--- config.mk ---
export PLATFORM = sky130hd
export DESIGN_NAME = instr_fetch_unit
export DESIGN_NICKNAME = d
export VERILOG_FILES = /design/src/rtl/vpu_fetch_pkg.sv /design/src/rtl/fetch_fifo.sv /design/src/rtl/instr_fetch_unit.sv
export SDC_FILE = /design/constraint.sdc
export NUM_CORES = 1
export LEC_CHECK = 0
export BUFFER_PORTS_ARGS = -buffer_cell sky130_fd_sc_hd__buf_4
export CAP_MARGIN = 40
export CORE_ASPECT_RATIO = 0.6
export CORE_MARGIN = 2
export CORE_UTILIZATION = 57
export DETAILED_ROUTE_END_ITERATION = 10
export PLACE_DENSITY_LB_ADDON = 0.05
export SLEW_MARGIN = 20
export SYNTH_ARGS = -nofsm -noshare
export SYNTH_HDL_FRONTEND = slang
export SYNTH_SLANG_ARGS = --single-unit
--- constraint.sdc ---
create_clock -name clk -period 4.6 [get_ports clk]
set_clock_uncertainty 0.05 [all_clocks]
set_input_delay 1.38 -clock clk [delete_from_list [all_inputs] [get_ports clk]]
set_output_delay 1.38 -clock clk [all_outputs]
set_load 0.005 [all_outputs]
--- src/rtl/vpu_fetch_pkg.sv ---
// Shared types and constants for the instruction fetch slice.
// Fetch entries pair the instruction with its address.
package vpu_fetch_pkg;

  localparam int XLEN        = 32;
  localparam int INSTR_BYTES = 4;

  typedef struct packed {
    logic [XLEN-1:0] pc;
    logic [XLEN-1:0] instr;
  } fetch_entry_t;

  typedef enum logic {
    RUN   = 1'b0,
    DRAIN = 1'b1
  } fetch_state_e;

endpackage

--- src/rtl/fetch_fifo.sv ---
// Small synchronous FIFO with flush; flush overrides push and pop.
// Read data is the registered head entry, no write-through bypass.
module fetch_fifo #(
  parameter int DEPTH = 4,
  parameter int W     = 32
) (
  input  logic                   clk,
  input  logic                   reset,
  input  logic                   push_i,
  input  logic                   pop_i,
  input  logic                   flush_i,
  input  logic [W-1:0]           din_i,
  output logic [W-1:0]           dout_o,
  output logic [$clog2(DEPTH):0] count_o
);

  localparam int AW = $clog2(DEPTH);

  logic [W-1:0]  mem_q [DEPTH];
  logic [AW-1:0] wptr_q;
  logic [AW-1:0] rptr_q;
  logic [AW:0]   cnt_q;
  logic          do_push;
  logic          do_pop;

  assign do_push = push_i & ~flush_i;
  assign do_pop  = pop_i & ~flush_i & (cnt_q != '0);

  always_ff @(posedge clk or posedge reset) begin
    if (reset) begin
      wptr_q <= '0;
      rptr_q <= '0;
      cnt_q  <= '0;
    end else if (flush_i) begin
      wptr_q <= '0;
      rptr_q <= '0;
      cnt_q  <= '0;
    end else begin
      if (do_push) wptr_q <= wptr_q + 1'b1;
      if (do_pop)  rptr_q <= rptr_q + 1'b1;
      cnt_q <= cnt_q + {{AW{1'b0}}, do_push}
                     - {{AW{1'b0}}, do_pop};
    end
  end

  always_ff @(posedge clk) begin
    if (do_push) mem_q[wptr_q] <= din_i;
  end

  assign dout_o  = mem_q[rptr_q];
  assign count_o = cnt_q;

endmodule

--- src/rtl/instr_fetch_unit.sv ---
// In-order instruction fetch: issues PC fetches, buffers responses,
// hands them to decode, and discards stale responses after a redirect.
module instr_fetch_unit #(
  parameter int XLEN        = vpu_fetch_pkg::XLEN,
  parameter int DEPTH       = 4,
  parameter int INSTR_BYTES = vpu_fetch_pkg::INSTR_BYTES
) (
  input  logic            clk,
  input  logic            reset,
  input  logic            fetch_en,
  input  logic [XLEN-1:0] pc,
  output logic [XLEN-1:0] pc_next,
  output logic            imem_req_valid,
  output logic [XLEN-1:0] imem_req_addr,
  input  logic            imem_req_ready,
  input  logic            imem_rsp_valid,
  input  logic [XLEN-1:0] imem_rsp_data,
  input  logic            redirect,
  input  logic [XLEN-1:0] redirect_pc,
  output logic            if_valid,
  output logic [XLEN-1:0] if_instr,
  output logic [XLEN-1:0] if_pc,
  input  logic            if_ready
);

  import vpu_fetch_pkg::*;

  localparam int          CW  = $clog2(DEPTH) + 1;
  localparam logic [CW:0] CAP = (CW+1)'(DEPTH);
  localparam int          EW  = $bits(fetch_entry_t);

  fetch_state_e  state_q, state_d;
  logic [CW-1:0] drop_q, drop_d;
  logic [CW-1:0] fifo_cnt;
  logic [CW-1:0] aq_cnt;
  logic [CW-1:0] outst;
  logic [CW:0]   used;
  logic [XLEN-1:0] aq_pc;
  logic          req_fire;
  logic          keep_rsp;
  logic          if_pop;
  fetch_entry_t  ent_in;
  fetch_entry_t  ent_out;

  // Stale responses are counted in drop_q, live ones sit in the
  // address queue, so together they are the outstanding count.
  assign outst = aq_cnt + drop_q;
  assign used  = {1'b0, fifo_cnt} + {1'b0, outst};

  assign imem_req_valid = ~reset & fetch_en & ~redirect
                        & (used < CAP);
  assign imem_req_addr  = pc;
  assign req_fire       = imem_req_valid & imem_req_ready;

  always_comb begin
    pc_next = pc;
    unique case (1'b1)
      redirect: pc_next = redirect_pc;
      req_fire: pc_next = pc + XLEN'(INSTR_BYTES);
      default:  pc_next = pc;
    endcase
  end

  always_ff @(posedge clk or posedge reset) begin
    if (reset) begin
      state_q <= RUN;
      drop_q  <= '0;
    end else begin
      state_q <= state_d;
      drop_q  <= drop_d;
    end
  end

  always_comb begin
    state_d = state_q;
    drop_d  = drop_q;
    unique case (1'b1)
      redirect: begin
        drop_d  = outst - CW'(imem_rsp_valid);
        state_d = (drop_d != '0) ? DRAIN : RUN;
      end
      (!redirect && state_q == DRAIN && imem_rsp_valid): begin
        drop_d = drop_q - CW'(1);
        if (drop_d == '0) state_d = RUN;
      end
      default: ;
    endcase
  end

  always_comb begin
    keep_rsp = 1'b0;
    if (state_q == RUN) keep_rsp = imem_rsp_valid & ~redirect;
  end

  assign ent_in.pc    = aq_pc;
  assign ent_in.instr = imem_rsp_data;

  assign if_valid = (fifo_cnt != '0);
  assign if_pop   = if_valid & if_ready;
  assign if_pc    = ent_out.pc;
  assign if_instr = ent_out.instr;

  fetch_fifo #(.DEPTH(DEPTH), .W(XLEN)) u_addr_q (
    .clk     (clk),
    .reset   (reset),
    .push_i  (req_fire),
    .pop_i   (keep_rsp),
    .flush_i (redirect),
    .din_i   (pc),
    .dout_o  (aq_pc),
    .count_o (aq_cnt)
  );

  fetch_fifo #(.DEPTH(DEPTH), .W(EW)) u_instr_q (
    .clk     (clk),
    .reset   (reset),
    .push_i  (keep_rsp),
    .pop_i   (if_pop),
    .flush_i (redirect),
    .din_i   (ent_in),
    .dout_o  (ent_out),
    .count_o (fifo_cnt)
  );

endmodule
==> results of run 1 <==
-- path summary, 6_finish.rpt --
path	startpoint	end	slack, ns
max in group asynchronous	reset	u_instr_q.rptr_q[1]$_DFFE_PP0P_	3.01
min in group asynchronous	reset	u_instr_q.count_o[2]$_DFF_PP0_	0.95
worst min-delay path	u_addr_q.wptr_q[0]$_DFFE_PP0P_	u_addr_q.wptr_q[0]$_DFFE_PP0P_	0.52
worst max register to register	u_addr_q.count_o[0]$_DFF_PP0_	u_addr_q.mem_q[2][16]$_DFFE_PP_	1.58
worst max-delay path	u_addr_q.count_o[0]$_DFF_PP0_	pc_next[24]	0.0009
worst min register to register	u_addr_q.wptr_q[0]$_DFFE_PP0P_	u_addr_q.wptr_q[0]$_DFFE_PP0P_	0.52
-- timing repair --
action,in CTS,in global routing
resized for setup,19,47
setup buffers,4,2
cloned,3,1
setup endpoints to repair,30,29
pin swaps,6,18
-- metrics by stage --
| step | setup slack, ns | hold WS [ns] | instance area, sq um |
|---|---|---|---|
| CTS | -0.0345 | 0.514 | 20100 |
| detailed placement | 0.126 | 0.505 | 18700 |
| floorplan | 0.490 | 0.465 | 16400 |
| global route | -0.162 | 0.560 | 20300 |
| global placement | -0.0732 | 0.492 | 18700 |
| finish | 0.000854 | 0.519 | 20300 |
-- power by group through the flow --
stage                     logic (W)  registers, W  clock network (W)
after CTS                   0.00150       0.00422            0.00315
after floorplan            0.000820       0.00423                  0
after global placement      0.00142       0.00430                  0
final                       0.00151       0.00422            0.00309
after global routing        0.00163       0.00424            0.00328
after detailed placement    0.00143       0.00430                  0
-- critical path: stages (launching register included) --
cell and delay, ns:
dfrtp_1 0.39, ha_2 0.19, fa_2 0.46, ha_4 0.19
nor4b_4 0.27, nand4_4 0.21, buf_12 0.20, buf_16 0.13
or3_1 0.29, o211ai_1 0.16, buf_4 0.14
-- state kept, by name, indices dropped and copies added (netlist names) --
signal             cells
u_instr_q.mem_q      256
u_addr_q.mem_q       128
drop_q                 3
u_addr_q.count_o       3
u_instr_q.count_o      3
u_addr_q.rptr_q        2
u_addr_q.wptr_q        2
u_instr_q.rptr_q       2
u_instr_q.wptr_q       2
state_q                1
-- Yosys cell counts (all sizes together) --
| cell type | count |
|---|---|
| a41oi | 2 |
| nand2 | 50 |
| nor2 | 29 |
| nand4 | 16 |
| nand3 | 21 |
| inv | 24 |
| nor3b | 1 |
| edfxtp | 384 |
| nor3 | 6 |
| nor4b | 1 |
| o21ai | 20 |
| and4 | 1 |
| a32oi | 3 |
| ha | 20 |
| and2 | 8 |
| dfrtp | 18 |
| or4 | 4 |
| a221o | 1 |
| xor2 | 7 |
| o31a | 4 |
| o311a | 1 |
| nand3b | 1 |
| nor4 | 8 |
| mux2 | 2 |
| buf | 50 |
| or4b | 1 |
| a22oi | 3 |
| a31oi | 4 |
| o211ai | 11 |
| xnor2 | 11 |
| a21oi | 12 |
| fa | 3 |
| mux4 | 96 |
| nor2b | 4 |
| clkbuf | 21 |
| or3 | 4 |
| o31ai | 1 |
| and3 | 6 |
| mux2i | 1 |
| o311ai | 5 |
-- cells by family after synthesis --
| logic type | count (synthesis) |
|---|---|
| AO/OA/AOI/OAI | 67 |
| XOR/XNOR | 18 |
| adder cells (fa/ha/maj) | 23 |
| buffers and inverters | 95 |
| flip-flops | 402 |
| multiplexers | 99 |
| AND/OR/NAND/NOR | 161 |
-- per-layer routing --
| metal | GRT usage, % | part of all wire [%] | vias up |
|---|---|---|---|
| met5 | 0 | 0 | - |
| met3 | 5.10 | 6.8 | 49 |
| met1 | 37.3 | 46 | 4652 |
| met2 | 36.0 | 46 | 356 |
| li1 | - | - | 3952 |
| met4 | 5.44 | 1.6 | 0 |
-- final cells by class --
type | instances | share of cell area, %
Tap cell | 375 | 2.31
Sequential cell | 402 | 59.0
Clock inverter | 25 | 1.42
Clock buffer | 38 | 4.57
Timing Repair Buffer | 280 | 11.6
Multi-Input combinational cell | 368 | 20.7
Inverter | 24 | 0.455
==> impl_metrics.py, run 1 <==
metrics = {
    "finish": {
        "area_delta_synth_final_pct": 23.7,
        "layout_common_cells": "384 x edfxtp_1, 259 x buf_4, 96 x mux4_2",
        "nets": 1238,
        "ff_latch_area_sq_um": 12000,
        "n_fill_cell": 1778,
        "multi_input_area_sq_um": 4210,
        "layout-drive-gt1-share_pct": 42.8,
        "post_route_core_utilization_pct": 71.3,
        "antennaDiodeCount": 0,
        "mostFrequentLayoutCell": "edfxtp_1",
        "stdcell_count": 1512,
    },
    "floorplan": {
        "coreArea_sq_um": 28500,
        "die_height_um": 136,
        "start_util_pct": 57.6,
        "fp.dieArea_sq_um": 30200,
        "floorplan.rows": 48,
        "design.portCount": 233,
        "die_x_um": 223,
    },
    "placed_design": {
        "gp_congestion": 0.917,
        "place.detailed.instances": 1440,
        "dp_hpwl_um": 23400,
        "io_buffer_count": 232,
    },
    "critical_path": {
        "critical_path_class": "flop to output pin",
        "cp_max_fo": 5,
        "cp-start-kind": "flop",
        "crit_path_end_kind": "output pin",
        "crit_required_ns": 3.17,
        "r2r_cells": 9,
        "arr_time_crit_path_ns": 3.17,
    },
    "job": {
        "cap_violations": 0,
    },
    "routing": {
        "first_pass_iters": 5,
        "drt_drc_violations_left": 0,
        "initialDrtViolationCount": 797,
        "routed-via-count": 9009,
        "routed_wl_um": 36100,
        "route.detailed.wl_per_inst_um": 23.9,
        "final_antenna_net_count": 0,
        "ratio_of_routed_vias_to_standard_cells": 5.96,
    },
    "logic_synthesis": {
        "synth_top_area_share_pct": 70.2,
        "syn-num-nets": 991,
        "top_post_synthesis_cells_by_area": "edfxtp_1 70%, mux4_2 13%, dfrtp_1 2.7%, ha_1 1.5%, buf_4 1.5%",
        "synth-compound-area-share_pct": 2.68,
        "synth_seq_area_share_pct": 72.9,
        "post_synth_xor_area_fraction_pct": 0.959,
        "netlist.top_cell.by_area": "edfxtp_1",
        "yosys.cell_types.count": 48,
        "ys_warn_count": 0,
        "synth-adder-area-share_pct": 1.89,
        "synthMuxAreaShare_pct": 13.4,
        "post_synth_simple_gate_area_pct": 5.15,
        "syn-instance-count": 865,
        "synth_top_family_by_area": "multiplexers",
        "mappedNetlistArea_sq_um": 16400,
        "synth_area_per_cell_sq_um": 19.0,
        "synth.ff_latch_count": 402,
    },
    "global_routing": {
        "grt_util_all_layers_pct": 24.1,
        "global_route_wire_length_before_repair_um": 53900,
        "grt_max_degree": 54,
        "gr-total-overflow": 0,
        "antenna_violations_before_repair": 0,
        "first_global_vias": 8900,
    },
    "timing": {
        "max_slew.worst_pin.slew_ns": 0.802,
        "setup_viol_count_final": 0,
        "tns_ns": 0,
        "timing.slew.headroom_pct": 46.5,
        "timing.final.max_slew_violations": 0,
        "final_critical_path_share_of_the_clock_period_pct": 100,
        "grt_setup_unrepaired": "yes",
        "final_critical_delay_including_setup_and_external_delays_ns": 4.60,
        "timing.final.hold_violations": 0,
        "maximum_achievable_frequency_mhz": 217,
    },
    "clock_tree": {
        "clock-sinks": 402,
        "cts_root_buffer": "clkbuf_16",
        "clock_tree.buffer_depth": 3,
        "clk-insertion-delay-late_ns": 0.53,
        "cts_inserted_buffers": 36,
        "cts-hold-fix-buffers": 0,
        "clkSlewWorstSetupHoldPaths_ns": 0.06,
        "ctsHtreeMaxLevel": 2,
        "tritoncts": "done",
    },
    "pwr": {
        "p_int_w": 0.00677,
        "seqPwrFrac_pct": 47.9,
        "power_leakage_nw": 7.04,
        "clkPwrFrac_pct": 35.0,
        "combinational_fraction_of_design_power_pct": 17.1,
        "total_power_w": 0.00881,
        "switching_share_pct": 23.2,
        "p_switching_w": 0.00204,
        "power_density_nw_per_um2": 433,
        "peakVddDrop_uv": 319,
    },
    "worst_hold_path": {
        "worst_hold_path.num_cells": 1,
        "hp-class": "flop to flop",
    },
    "run_status": {
        "run_status": "finished clean",
    },
}
No activity file was read; power rests on OpenSTA's default activity.
==> run 2: changes to the inputs <==
--- a/config.mk
+++ b/config.mk
@@ -7,7 +7,7 @@
 export LEC_CHECK = 0
 export BUFFER_PORTS_ARGS = -buffer_cell sky130_fd_sc_hd__buf_4
 export CAP_MARGIN = 40
-export CORE_ASPECT_RATIO = 0.6
+export CORE_ASPECT_RATIO = 1.2
 export CORE_MARGIN = 2
 export CORE_UTILIZATION = 57
 export DETAILED_ROUTE_END_ITERATION = 10
==> run 2 against run 1 <==
The run now ends with negative setup slack left. Critical path depth decreased by 3. Core utilization decreased by 0.57 points. Clock power decreased by 2%. Cell count increased by 1.7%. Die area decreased by 0.13%. Sequential share of layout area increased by 0.35 points. Maximum frequency decreased by 0.50%. Count of clock-buffer cells in the layout increased by 13. First-iteration DRC count decreased by 35%.
==> impl_metrics.py, run 2 (synthesized netlist as in run 1, its figures left out) <==
metrics = {
    "floorplan": {
        "floorplan.rows": 68,
        "die_x_um": 159,
        "fp.dieArea_sq_um": 30200,
        "start_util_pct": 57.5,
        "die_height_um": 190,
        "design.portCount": 233,
        "coreArea_sq_um": 28600,
    },
    "pwr": {
        "power_leakage_nw": 7.00,
        "power_density_nw_per_um2": 430,
        "peakVddDrop_uv": 342,
    },
    "finish": {
        "layout-drive-gt1-share_pct": 41.7,
        "area_delta_synth_final_pct": 23.0,
        "stdcell_count": 1538,
        "layout_common_cells": "384 x edfxtp_1, 277 x buf_4, 96 x mux4_2",
        "fin_area_sq_um": 20200,
        "largest_reg_flops": 256,
        "multi_input_area_sq_um": 4110,
        "mostFrequentLayoutCell": "edfxtp_1",
        "n_fill_cell": 1871,
        "top_reg_by_flops": "u_instr_q.mem_q",
        "top_regs": "u_instr_q.mem_q (256), u_addr_q.mem_q (128)",
        "ff_latch_area_sq_um": 12000,
        "antennaDiodeCount": 0,
        "nets": 1250,
    },
    "routing": {
        "final_antenna_net_count": 0,
        "ratio_of_routed_vias_to_standard_cells": 5.84,
        "route.detailed.wl_per_inst_um": 22.7,
        "drt_drc_violations_left": 0,
        "routed_wl_um": 35000,
        "first_pass_iters": 5,
        "routed-via-count": 8985,
        "initialDrtViolationCount": 515,
    },
    "job": {
        "cap_violations": 0,
    },
    "placed_design": {
        "placed_cell_area_sq_um": 18700,
        "dp_hpwl_um": 22400,
        "place.detailed.instances": 1460,
        "io_buffer_count": 232,
        "gp_congestion": 0.919,
    },
    "critical_path": {
        "crit_path_end_kind": "output pin",
        "cp_max_fo": 9,
        "critical_path_class": "input port to output pin",
        "worstPathCellList": "buf_4, nand3_1, nor4_2, nand2_2, o31a_1, nand2_1, buf_4",
        "critical-path-top-cell-by-count": "buf_4",
        "crit_required_ns": 3.17,
        "arr_time_crit_path_ns": 3.19,
        "critPathBufInv": 2,
        "worst_path_max_delay_cell": "nor4_2",
        "critical_path.max_stage_delay_ns": 0.63,
        "critPathTopFamily": "simple AND/OR/NAND/NOR gates",
        "cp-start-kind": "input port",
    },
    "timing": {
        "max_slew.worst_pin.slew_ns": 0.749,
        "final_critical_delay_including_setup_and_external_delays_ns": 4.62,
        "maximum_achievable_frequency_mhz": 216,
        "timing.final.max_slew_violations": 0,
        "grt_setup_unrepaired": "yes",
        "setup_viol_count_final": 1,
        "timing.slew.headroom_pct": 50.0,
        "timing.final.hold_violations": 0,
        "finalWorstSetupSlack_ns": -0.0224,
        "final_critical_path_share_of_the_clock_period_pct": 100,
    },
    "clock_tree": {
        "clock-sinks": 402,
        "clk-insertion-delay-late_ns": 0.51,
        "ctsHtreeMaxLevel": 2,
        "clkSlewWorstSetupHoldPaths_ns": 0.06,
        "clock_tree.buffer_depth": 3,
        "cts_inserted_buffers": 38,
        "cts_root_buffer": "clkbuf_16",
        "tritoncts": "done",
    },
    "run_status": {
        "run_status": "finished with violations",
        "failed_checks": "negative setup slack",
    },
    "global_routing": {
        "grt_max_degree": 47,
        "global_route_wire_length_before_repair_um": 53000,
        "first_global_vias": 9381,
        "gr-total-overflow": 0,
        "grt_util_all_layers_pct": 23.0,
        "antenna_violations_before_repair": 0,
    },
    "worst_hold_path": {
        "hp-class": "flop to flop",
    },
}
run 2: area by class of cell:
type,count,share of cell area [%]
multi-input combinational,368,20.3
timing repair buffer,290,11.4
tap,385,2.38
clock inverter,18,0.817
clock buffer,51,5.25
sequential,402,59.3
inverter,24,0.446
run 2: repair_timing:
item                       4_1_cts  5_1_grt
buffers inserted                 3        4
cloned                           0        3
hold buffers                     0        0
setup endpoints to repair       23       30
gates resized for setup          7       44
pin swaps                        4       10
run 2: worst reg2reg max path, cell delays in order, from the launching register on:
cell,delay [ns]
dfrtp_1,0.40
ha_2,0.18
fa_2,0.36
xnor2_2,0.21
ha_1,0.27
nor2_2,0.12
nand4_2,0.13
inv_2,0.12
buf_12,0.17
and2_1,0.48
buf_4,0.27
run 2: metal layers:
metal,vias to the layer above,share of wire [%],track usage (%),wire length [um]
met4,0,2.7,6.99,960
met3,73,5.9,3.88,2050
li1,3982,-,-,-
met2,358,52,41.8,18200
met5,-,0,0,0
met1,4572,39,28.6,13800
run 2: per-stage QoR:
stage | power, W | TNS (ns) | worst slack [ns] | hold slack [ns] | utilization, %
6_report | 0.00868 | -0.0224 | -0.0224 | 0.528 | 70.7
5_1_grt | 0.00903 | -0.768 | -0.102 | 0.552 | 70.7
3_3_place_gp | 0.00569 | 0 | 0.0179 | 0.512 | 65.4
2_1_floorplan | 0.00505 | 0 | 0.490 | 0.465 | -
4_1_cts | 0.00875 | 0 | 0.00189 | 0.530 | 69.9
3_5_place_dp | 0.00570 | 0 | 0.104 | 0.522 | 65.5
run 2: power by group:
part	internal [W]	leakage, nW	total, W	switching [W]
Sequential	0.00411	3.69	0.00417	0.0000613
Clock	0.00179	0.597	0.00303	0.00124
Combinational	0.000817	2.71	0.00148	0.000662
Total	0.00672	7.00	0.00868	0.00196
run 2: final timing paths:
kind                                                 from  slack (ns)                              end  cells past startpoint
min                        u_addr_q.wptr_q[1]$_DFFE_PP0P_        0.53   u_addr_q.wptr_q[1]$_DFFE_PP0P_                      2
min reg2reg                u_addr_q.wptr_q[1]$_DFFE_PP0P_        0.53   u_addr_q.wptr_q[1]$_DFFE_PP0P_                      2
max in group asynchronous                           reset        2.97  u_instr_q.rptr_q[0]$_DFFE_PP0P_                      2
max                                                 pc[5]       -0.02                      pc_next[19]                      7
max reg2reg                 u_addr_q.count_o[0]$_DFF_PP0_        1.54  u_addr_q.mem_q[2][10]$_DFFE_PP_                     10
min in group asynchronous                           reset        0.97    u_addr_q.count_o[0]$_DFF_PP0_                      2
